### config.mk
export PLATFORM = sky130hd
export DESIGN_NAME = uart_cmd_wrapper
export DESIGN_NICKNAME = d
export VERILOG_FILES = /design/src/rtl/maze_pkg.sv /design/src/rtl/resp_tx_ctrl.sv /design/src/rtl/uart_cmd_wrapper.sv
export SDC_FILE = /design/constraint.sdc
export NUM_CORES = 1
export LEC_CHECK = 0
export BUFFER_PORTS_ARGS = -buffer_cell sky130_fd_sc_hd__buf_2
export CORE_ASPECT_RATIO = 2
export CORE_UTILIZATION = 35
export CTS_CLUSTER_SIZE = 14
export DETAILED_ROUTE_END_ITERATION = 10
export SETUP_SLACK_MARGIN = 0.4
export SYNTH_ARGS = -nofsm -noshare
export SYNTH_HDL_FRONTEND = slang
export SYNTH_SLANG_ARGS = --single-unit
### constraint.sdc
create_clock -name clk -period 4 [get_ports clk]
set_input_delay 0.4 -clock clk [delete_from_list [all_inputs] [get_ports clk]]
set_output_delay 0.4 -clock clk [all_outputs]
set_load 0.05 [all_outputs]
### src/rtl/maze_pkg.sv
// rtl/maze_pkg.sv - shared types and defaults for the UART command wrapper
package maze_pkg;

  typedef enum logic {
    RX_HIGH = 1'b0,
    RX_LOW  = 1'b1
  } rx_state_t;

  localparam logic [7:0] DEFAULT_RESP_BYTE = 8'hA5;
  localparam int         DEFAULT_TMO_CYC   = 1_000_000;

endpackage

### src/rtl/resp_tx_ctrl.sv
// rtl/resp_tx_ctrl.sv - response transmit launcher with one-deep pending request
module resp_tx_ctrl (
  input  logic clk,
  input  logic rst,
  input  logic send_resp,
  input  logic tx_done,
  output logic trmt
);

  logic busy;
  logic pending;
  logic tx_free;
  logic launch_pend;
  logic launch_new;
  logic trmt_nxt;

  // tx_done frees the transmitter in the same cycle, so a waiting request can launch immediately
  assign tx_free     = !busy || tx_done;
  assign launch_pend = pending && tx_free;
  assign launch_new  = send_resp && !pending && tx_free;
  assign trmt_nxt    = launch_pend || launch_new;

  always_ff @(posedge clk) begin
    if (rst) begin
      trmt    <= 1'b0;
      busy    <= 1'b0;
      pending <= 1'b0;
    end else begin
      trmt <= trmt_nxt;
      if (trmt_nxt) begin
        busy <= 1'b1;
      end else if (tx_done) begin
        busy <= 1'b0;
      end
      if (pending) begin
        pending <= !launch_pend;
      end else begin
        pending <= send_resp && !tx_free;
      end
    end
  end

endmodule

### src/rtl/uart_cmd_wrapper.sv
// rtl/uart_cmd_wrapper.sv - assembles 16-bit commands from UART bytes and launches response bytes
module uart_cmd_wrapper
  import maze_pkg::*;
#(
  parameter logic [7:0] RESP_BYTE = DEFAULT_RESP_BYTE,
  parameter int         TMO_CYC   = DEFAULT_TMO_CYC
) (
  input  logic        clk,
  input  logic        rst,
  input  logic [7:0]  rx_data,
  input  logic        rx_rdy,
  output logic        clr_rx_rdy,
  output logic [15:0] cmd,
  output logic        cmd_rdy,
  input  logic        clr_cmd_rdy,
  input  logic        send_resp,
  output logic [7:0]  tx_data,
  output logic        trmt,
  input  logic        tx_done
);

  localparam int              CNT_W    = (TMO_CYC > 2) ? $clog2(TMO_CYC) : 1;
  localparam logic [CNT_W-1:0] TMO_LAST = CNT_W'(TMO_CYC - 1);

  rx_state_t        state;
  rx_state_t        state_nxt;
  logic [CNT_W-1:0] tmo_cnt;
  logic             tmo_hit;
  logic             cap_hi;
  logic             cap_lo;

  assign tmo_hit = (tmo_cnt == TMO_LAST);

  always_ff @(posedge clk) begin
    if (rst) begin
      state <= RX_HIGH;
    end else begin
      state <= state_nxt;
    end
  end

  always_comb begin
    state_nxt = state;
    case (state)
      RX_HIGH: if (rx_rdy) state_nxt = RX_LOW;
      RX_LOW:  if (rx_rdy || tmo_hit) state_nxt = RX_HIGH;
      default: state_nxt = RX_HIGH;
    endcase
  end

  // Acknowledge is combinational so the receiver drops rx_rdy right after the capture edge
  always_comb begin
    clr_rx_rdy = 1'b0;
    cap_hi     = 1'b0;
    cap_lo     = 1'b0;
    if (!rst && rx_rdy) begin
      clr_rx_rdy = 1'b1;
      cap_hi     = (state == RX_HIGH);
      cap_lo     = (state == RX_LOW);
    end
  end

  always_ff @(posedge clk) begin
    if (rst) begin
      cmd     <= 16'h0000;
      cmd_rdy <= 1'b0;
      tmo_cnt <= '0;
    end else begin
      if (cap_hi) begin
        cmd[15:8] <= rx_data;
        cmd_rdy   <= 1'b0;
        tmo_cnt   <= '0;
      end else if (cap_lo) begin
        cmd[7:0] <= rx_data;
        cmd_rdy  <= 1'b1;
      end else begin
        if (clr_cmd_rdy) begin
          cmd_rdy <= 1'b0;
        end
        if (state == RX_LOW) begin
          tmo_cnt <= tmo_hit ? '0 : tmo_cnt + 1'b1;
        end
      end
    end
  end

  assign tx_data = RESP_BYTE;

  resp_tx_ctrl u_resp_tx_ctrl (
    .clk       (clk),
    .rst       (rst),
    .send_resp (send_resp),
    .tx_done   (tx_done),
    .trmt      (trmt)
  );

endmodule
==> metrics, run 1 <==
commonest non-fill, non-tap cell in the layout dfxtp_1; initial DRC count 21; CTS tree built; crit-path max FO 25; worst path setup slack after routing 1.63 ns; clock sink total 41; Setup Buffers After CTS 0; clk slew on worst S/H paths roughly 0.080 ns; sequential area share after synthesis a little under half; TritonCTS Buffers 5; Max-Cap Viols 0; fraction of layout cells with a size suffix above 1 19.3%; Setup Skew 0.00319 ns; I/O Pins 41; final core occ between 40% and 50%; most frequent cells in the layout dfxtp_1, nand2_1, buf_2; VDD IR-drop max 0.195 mV; final setup fails 0; Horiz. Die Dim 52.7 um; Nets approximately 260; vias per cell roughly 5.1; routed wl met2 around 2.2 mm; total gr overflow 0; DP Worst Slack ~1.5 ns; FF+latch count, synth 41; count of antenna-violating nets left after detailed routing 0; clk buf depth 2; Crit Path Class reg2reg; setup TNS 0 ns; GP Congestion roughly 0.74; Initial Util 36.6%; multi-input combinational cell area approximately 900 um2; Clock Latency Late Sink 0.29 ns; HP Class in2reg; CTS-repair resized insts 0; Core Rows 36; status complete, no violations; Fmax approximately 420 MHz; Mapped Area roughly 0.0018 mm2; Cell Pwr Density 420 mW/mm2; pin count of the biggest net entering global routing 26; RSZ-0062 raised after global routing no; fillers approximately 530; Fin. Hold Viols 0; antenna violations before repair 0; Core ar. ~0.0049 mm2; Syn. warnings 0; vias in the first global route around 1400; DR vias 1542; Slew Limit Fails 0; time the worst path needs with I/O delays and setup 2.37 ns; CTS H-Tree Depth 2; critical path startpoint category flip-flop; residual DRC count 0; Die Area about 0.0054 mm2; Least-Margin Pin Slew 0.841 ns; WL per Instance 13.1 um; Slew HR a little over two fifths; WP data arrival around 2.6 ns; Total Power 0.000872 W; WL final 3.94 mm; Synth cell types 31; I/O Buffers 32; M1 wire length 1.53 mm; GRT Total Usage between 10% and 20%; Syn Area/Cell between 8 and 9 um2; cell count after synthesis 215; CTS root buffer clkbuf_8; Reg area 821 um2; metal3 WL around 130 um; CTS Hold Buffers Added 0; P&R area growth vs syn 15.4%; diode count 0; leak pwr 0.785 nW; WHS ~0.35 ns; crit share post-route 59.3%; hpwl dp between 2 and 3 mm; Req. time, crit path ~4.2 ns; critical path endpoint category flip-flop; drt first pass iters 4; top sig layer met4; global-route wire length before repair 6.33 mm; Die Height around 100 um
Yosys cell counts:
| library cell | number | area, um2 |
|---|---|---|
| dfxtp_1 | 41 | 821 |
| nand2_1 | 32 | 120 |
| a21oi_1 | 31 | 155 |
| nand3_1 | 16 | 80.1 |
| nor2_1 | 11 | 41.3 |
| buf_4 | 9 | 67.6 |
| xor2_1 | 8 | 70.1 |
| nand4_1 | 7 | 43.8 |
| o21ai_0 | 7 | 35.0 |
| o31ai_1 | 6 | 45.0 |
| or3_1 | 6 | 37.5 |
| clkbuf_1 | 5 | 18.8 |
| or4_1 | 5 | 37.5 |
| buf_2 | 4 | 20.0 |
| and3_1 | 3 | 18.8 |
| and2_1 | 2 | 12.5 |
| and4_1 | 2 | 17.5 |
| conb_1 | 2 | 7.51 |
| inv_1 | 2 | 7.51 |
| nand2b_1 | 2 | 12.5 |
| nand3_2 | 2 | 20.0 |
| nor2b_1 | 2 | 12.5 |
| nor3_1 | 2 | 10.0 |
| and3_2 | 1 | 7.51 |
| and4_4 | 1 | 11.3 |
| ha_1 | 1 | 12.5 |
| nand4_4 | 1 | 21.3 |
| nor3b_1 | 1 | 7.51 |
| nor4b_1 | 1 | 8.76 |
| nor4bb_1 | 1 | 10.0 |
| or2b_2 | 1 | 8.76 |
sequential cells by signal (all words and copies together) (netlist names):
name                    count
u_resp_tx_ctrl.trmt         1
cmd                        16
tmo_cnt                    20
cmd_rdy                     1
u_resp_tx_ctrl.busy         1
state                       1
u_resp_tx_ctrl.pending      1
cells by family after synthesis:
| family | share of synthesized area (%) |
|---|---|
| AOI/OAI and AO/OA | 13.1 |
| buffers and inverters | 6.33 |
| other | 0.417 |
| xor gates and xnor gates | 3.89 |
| adders and majority gates | 0.695 |
| and+or+nand+nor | 30.0 |
| DFF | 45.6 |
power by group:
group	total, W	switching [W]	internal [W]
clock	0.000343	0.000139	0.000203
sequential	0.000428	0.00000943	0.000419
combinational	0.000101	0.0000797	0.0000213
area by class of cell:
cell class / instances / share of cell area (%)
clock inverters: 1 / 1.45
repair buffers: 33 / 8.08
multi-input cells: 160 / 43.0
flip-flops and latches: 41 / 39.5
well taps: 57 / 3.44
inverters: 2 / 0.362
clock buffers: 7 / 4.16
metal layers:
metal  track usage, %  vias up
met2             30.1       36
met3             3.22        6
li1                 -      795
met1             15.3      705
met5                0        -
met4             7.69        0
metrics by stage:
step | instances | cell area, um2
2_1_floorplan | 221 | 1820
3_3_place_gp | 293 | 1960
3_5_place_dp | 293 | 1960
4_1_cts | 301 | 2080
5_1_grt | 301 | 2080
6_report | 301 | 2080
final timing paths:
path,from,endpoint,slack [ns],cells after the start
setup / recovery,state,tmo_cnt[11],1.63,4
hold / removal,rx_data[7],cmd[15],0.35,3
setup reg to reg,state,tmo_cnt[11],1.63,4
hold reg to reg,cmd[14],cmd[14],0.45,2
critical path: stages, from the launching register on:
cell,delay [ns]
dfxtp_1,0.88
nand2_1,0.30
o31ai_2,0.71
buf_4,0.31
a21oi_1,0.05
(Power assumes the default switching activity.)
==> inputs of run 2 (changes only) <==
Settings changed: ABC_AREA from default to 1.
Clock period 4 ns to 2 ns, I/O delays scaled along.
==> run 2 against run 1 <==
Sequential power grew 100%. Combinational power up 130%. Clock skew up 0.0031 ns. Synthesized cell count increased by 27%. Non-clock buffer count grew 1. Global-route usage is 3.0 points higher. Fmax rose by 66%. Clock power rose by 110%. Flip-flop and latch count did not move. Via count up 18%. Critical path type unchanged. Critical endpoint unchanged. Highest routed layer unchanged.
==> metrics, run 2 <==
clock sink total 41 (unchanged); pin count of the biggest net entering global routing 14 (-46%); Mapped Area 0.00197 mm2 (+9.2%); GRT Total Usage 18.8% (+3.0 points); crit-path max FO 5 (-80%); global-route wire length before repair 7.81 mm (+23%); Hold Path Origin rx_data[5]; leak pwr 0.910 nW (+16%); status complete, no violations; hpwl dp 3.77 mm (+30%); critical path's slowest cell dfxtp_1; antenna violations before repair 0 (unchanged); metal3 WL 201 um (+51%); HP Class in2reg; Die Height 108 um (+4.4%); commonest non-fill, non-tap cell in the layout nand2_1; fraction of layout cells with a size suffix above 1 19.7% (+0.48 points); Core ar. 0.00542 mm2 (+10%); time the worst path needs with I/O delays and setup 1.42 ns (-0.947 ns); asr flop ratio synth 0% (unchanged); DP Worst Slack 0.500 ns (-0.975 ns); Worst path max stage delay 0.41 ns (-0.47 ns); cell count after synthesis 273 (+27%); worst-case reg-to-reg path depth 7 (+3); P&R area growth vs syn 16.1%; worst path setup slack after routing 0.575 ns (-1.05 ns); reg2reg setup slack 0.58 ns (-1.05 ns); Fin. Hold Viols 0 (unchanged); Cell Pwr Density 787 mW/mm2 (+87%); Area contributors post-synth dfxtp_1, nand2_1, nor2_1; Max-Cap Viols 0 (unchanged); Worst path depth 7 (+3); diode count 0 (unchanged); Slew Limit Fails 0 (unchanged); Syn Area/Cell 7.20 um2 (-14%); routed wl met2 2.76 mm (+26%); max reg flops 20 (unchanged); Setup Skew 0.00630 ns (+0.00312 ns); worst reg2reg endpoint tmo_cnt[11]; Nets 323 (+25%); critical path startpoint category flip-flop; hold depth 3 (unchanged); top cells by count, synth nand2_1, nor2_1, dfxtp_1, inv_1, nand3_1; EDFF count, synth 0 (unchanged); WHS 0.125 ns (-0.224 ns); vias per cell 4.92 (-4.0%); Fmax 702 MHz (+66%); CTS H-Tree Depth 2 (unchanged); crit share post-route 71.2% (+12 points); FF+latch count, synth 41 (unchanged); Setup Buffers After CTS 0 (unchanged); critical path endpoint category flip-flop; Horiz. Die Dim 55.0 um (+4.3%); biggest regs tmo_cnt: 20 flops, cmd: 16 flops; CTS-repair resized insts 0 (unchanged); Synth cell types 31 (unchanged); total gr overflow 0 (unchanged); Main synth FF type dfxtp_1; Hold EP cmd[5]; Bufs and invs on worst path 1 (unchanged); VDD IR-drop max 0.663 mV (+240%); DR vias 1814 (+18%); GP Congestion 0.902 (+22%); residual DRC count 0 (unchanged); Syn. warnings 0 (unchanged); TritonCTS Buffers 5 (unchanged); sequential area share after synthesis 41.8% (-3.9 points); top-area cell type share of the netlist area 41.8% (-3.9 points); Total Power 0.00180 W (+110%); setup TNS 0 ns (unchanged); top sig layer met4; vias in the first global route 1738 (+26%); initial DRC count 47 (+120%); Die Area 0.00594 mm2 (+9.0%); clk slew on worst S/H paths 0.08 ns (about the same); clk buf depth 2 (unchanged); WL final 4.86 mm (+23%); final setup fails 0 (unchanged); I/O Buffers 32 (unchanged); M1 wire length 1.70 mm (+11%); Core Rows 38 (+5.6%); top-count cell post-synth nand2_1; family with the most delay on the worst path simple AND/OR/NAND/NOR gates; CTS Hold Buffers Added 0 (unchanged); most frequent cells in the layout nand2_1, nor2_1, dfxtp_1; WP data arrival 1.62 ns (-0.93 ns); post-synth top area cell dfxtp_1; I/O Pins 41 (unchanged); RSZ-0062 raised after global routing no; Req. time, crit path 2.20 ns (-1.97 ns); R2R Path Start tmo_cnt[4]; Initial Util 36.3% (-0.38 points); Clock Latency Late Sink 0.30 ns (about the same); crit-path most repeated cell nand3_1; CTS tree built; drt first pass iters 4 (unchanged); WL per Instance 13.2 um (+0.67%); count of antenna-violating nets left after detailed routing 0 (unchanged); CTS root buffer clkbuf_8; Crit Path Class reg2reg; CP Cell Sequence nand2_2 -> nor2_4 -> nand3_1 -> inv_1 -> nand3_1 -> nand2_1 -> nor2_1; fillers 629 (+20%); Biggest register tmo_cnt
-- run 2: changes by cell type in the layout (fill, tap and decap cells not counted), moves of 6 or more --
| cell | before | now |
|---|---|---|
| o21ai_0 | 7 | 19 |
| inv_1 | 2 | 22 |
| or3_1 | 6 | 0 |
| nand2_1 | 32 | 61 |
| nor2_1 | 11 | 45 |
| a21oi_1 | 31 | 5 |
-- run 2: through the flow --
step           util (%)  instances  instance area [um2]
2_1_floorplan         -        279                 1990
3_3_place_gp       39.7        361                 2150
3_5_place_dp       39.7        361                 2150
4_1_cts            41.8        369                 2270
5_1_grt            42.1        369                 2280
6_report           42.1        369                 2280
-- run 2: cell families after synthesis --
group | after synthesis | synth area share [%]
AO/OA/AOI/OAI | 32 | 9.36
flip-flops | 41 | 41.8
other | 2 | 0.382
adder cells (fa/ha/maj) | 1 | 0.636
XOR/XNOR | 6 | 2.67
buffers and inverters | 37 | 9.23
AND/OR/NAND/NOR | 154 | 36.0
-- run 2: worst max path at each step --
stage	from	to
after global placement	tmo_cnt[0]	tmo_cnt[17]
after floorplan	tmo_cnt[0]	tmo_cnt[6]
after detailed placement	tmo_cnt[0]	tmo_cnt[17]
final	tmo_cnt[4]	tmo_cnt[11]
after global routing	tmo_cnt[7]	tmo_cnt[15]
after CTS	tmo_cnt[0]	tmo_cnt[17]
-- run 2: worst min-delay path: stages --
cell and delay, ns:
buf_2 0.09, nand2_1 0.05, o21ai_0 0.06
-- run 2: metal layers --
layer | vias to the layer above | GRT usage [%]
li1 | 920 | -
met1 | 813 | 16.4
met2 | 66 | 35.4
met3 | 15 | 3.52
met4 | 0 | 11.8
met5 | - | 0
-- run 2: cell type report --
cell class                      instances  area [um2]  share of cell area, %
Multi-Input combinational cell        201        1000                   43.9
Sequential cell                        41         821                   36.0
Timing Repair Buffer                   34         175                   7.68
Inverter                               25        93.8                   4.11
Clock buffer                            7        86.3                   3.78
Tap cell                               60        75.1                   3.29
Clock inverter                          1        30.0                   1.32
-- run 2: where the power goes --
group | switching (W) | leakage (nW) | internal, W
clock | 0.000296 | 0.0585 | 0.000407
combinational | 0.000182 | 0.518 | 0.0000496
sequential | 0.0000174 | 0.334 | 0.000844
==> inputs of run 3 (changes only) <==
Clock period 2 ns to 1.4 ns, I/O delays scaled along.
==> run 3 against run 2 <==
Sequential power increased by 44%. Utilization increased by 10 points. Largest cell class unchanged. Clock power increased by 42%. Global-route usage increased by 1.7 points.
==> metrics, run 3 (synthesis results as in run 2) <==
Total Power 0.00273 W (+52%); HP Class in2reg; fraction of layout cells with a size suffix above 1 40.8% (+21 points); TritonCTS Buffers 5 (unchanged); family with the most delay on the worst path simple AND/OR/NAND/NOR gates; Horiz. Die Dim 55.0 um (unchanged); residual DRC count 0 (unchanged); Worst path depth 8 (+1); crit-path max FO 5 (unchanged); antenna violations before repair 0 (unchanged); commonest non-fill, non-tap cell in the layout nand2_1; most frequent cells in the layout nand2_1, nor2_1, dfxtp_1, buf_4; Crit Path Class reg2reg; fillers 537 (-15%); global-route wire length before repair 8.73 mm (+12%); Fmax 755 MHz (+7.5%); I/O Pins 41 (unchanged); initial DRC count 41 (-13%); status complete, no violations; final core occ 52.3% (+10 points); Core Rows 38 (unchanged); leak pwr 1.12 nW (+23%); critical path endpoint category flip-flop; Clock Latency Late Sink 0.29 ns (about the same); I/O Buffers 32 (unchanged); CTS tree built; drt first pass iters 4 (unchanged); clock sink total 41 (unchanged); critical path startpoint category flip-flop; pin count of the biggest net entering global routing 14 (unchanged); Die Height 108 um (unchanged); CTS H-Tree Depth 2 (unchanged); vias per cell 5.02 (+2.1%); Fin. Hold Viols 0 (unchanged); max reg flops 20 (unchanged); WL per Instance 13.5 um (+2.4%); final setup fails 0 (unchanged); vias in the first global route 1960 (+13%); Bufs and invs on worst path 0 (-1); Nets 345 (+6.8%); Worst path max stage delay 0.37 ns (-0.04 ns); Die Area 0.00594 mm2 (unchanged); WL final 5.27 mm (+8.5%); Setup Skew 0.00567 ns (-0.000635 ns); total gr overflow 0 (unchanged); DR vias 1962 (+8.2%); VDD IR-drop max 0.742 mV (+12%); hold depth 3 (unchanged); biggest regs tmo_cnt: 20 flops, cmd: 16 flops; diode count 0 (unchanged); CP Cell Sequence ha_4 -> nand2_4 -> nor2_4 -> nand2_2 -> nor2_4 -> nand3_4 -> nand2_4 -> nor2_1; Max-Cap Viols 0 (unchanged); Design Area, Final 0.00283 mm2 (+24%); Core ar. 0.00542 mm2 (unchanged); Req. time, crit path 1.59 ns (-0.61 ns); critical path's slowest cell dfxtp_4; Initial Util 36.3% (unchanged); P&R area growth vs syn 44.2%; RSZ-0062 raised after global routing yes; worst-case reg-to-reg path depth 8 (+1); time the worst path needs with I/O delays and setup 1.32 ns (-0.0998 ns); hpwl dp 3.72 mm (-1.3%); Slew Limit Fails 0 (unchanged); GP Congestion 0.933 (+3.5%); GRT Total Usage 20.5% (+1.7 points); Cell Pwr Density 962 mW/mm2 (+22%); clk buf depth 2 (unchanged); WP data arrival 1.52 ns (-0.10 ns); clk slew on worst S/H paths 0.08 ns (about the same); crit share post-route 94.6% (+23 points); CTS root buffer clkbuf_8; WHS 0.0668 ns (-0.0583 ns); count of antenna-violating nets left after detailed routing 0 (unchanged); Biggest register tmo_cnt; DP Area 0.00224 mm2 (+4.2%); setup TNS 0 ns (unchanged)
-- run 3: worst register-to-register path, stage by stage, from the launching register on --
cell,delay [ns]
dfxtp_4,0.37
ha_4,0.15
nand2_4,0.05
nor2_4,0.16
nand2_2,0.10
nor2_4,0.12
nand3_4,0.11
nand2_4,0.13
nor2_1,0.06
-- run 3: metrics by stage --
stage / std cells / setup slack [ns]
final: 391 / 0.0750
after global routing: 391 / 0.00670
after floorplan: 279 / 0.204
after detailed placement: 364 / 0.0508
after CTS: 383 / 0.104
after global placement: 364 / 0.0539
-- run 3: worst paths after layout --
| check | startpoint | slack, ns | endpoint |
|---|---|---|---|
| worst max-delay path | tmo_cnt[0] | 0.08 | tmo_cnt[16] |
| worst max register to register | tmo_cnt[0] | 0.08 | tmo_cnt[16] |
| worst min-delay path | rx_data[5] | 0.07 | cmd[5] |
| worst min register to register | cmd[12] | 0.47 | cmd[12] |
-- run 3: metal layers --
layer | part of all wire [%] | global-route usage (%) | up-vias
met5 | 0 | 0 | -
met4 | 6.2 | 16.1 | 0
met1 | 32 | 20.2 | 897
li1 | - | - | 972
met3 | 3.8 | 2.95 | 26
met2 | 58 | 35.3 | 67
-- run 3: area by class of cell --
cell class / instances / area [um2] / area share (%)
Clock inverter: 1 / 30.0 / 1.06
Clock buffer: 7 / 86.3 / 3.05
Tap cell: 60 / 75.1 / 2.65
Sequential cell: 41 / 861 / 30.4
Inverter: 25 / 109 / 3.84
Multi-Input combinational cell: 203 / 1190 / 42.1
Timing Repair Buffer: 54 / 480 / 17.0
-- run 3: timing repair --
action	4_1_cts	5_1_grt
hold buffers	0	0
setup buffers	9	8
endpoints found under the setup margin	47	52
resized for setup	47	60
pin swaps	16	19
cloned	2	0
-- run 3: power breakdown --
| part | leakage (nW) | switching [W] | internal (W) | total, W |
|---|---|---|---|---|
| Sequential | 0.345 | 0.0000329 | 0.00120 | 0.00124 |
| Clock | 0.0585 | 0.000417 | 0.000582 | 0.000999 |
| Combinational | 0.713 | 0.000312 | 0.000178 | 0.000490 |
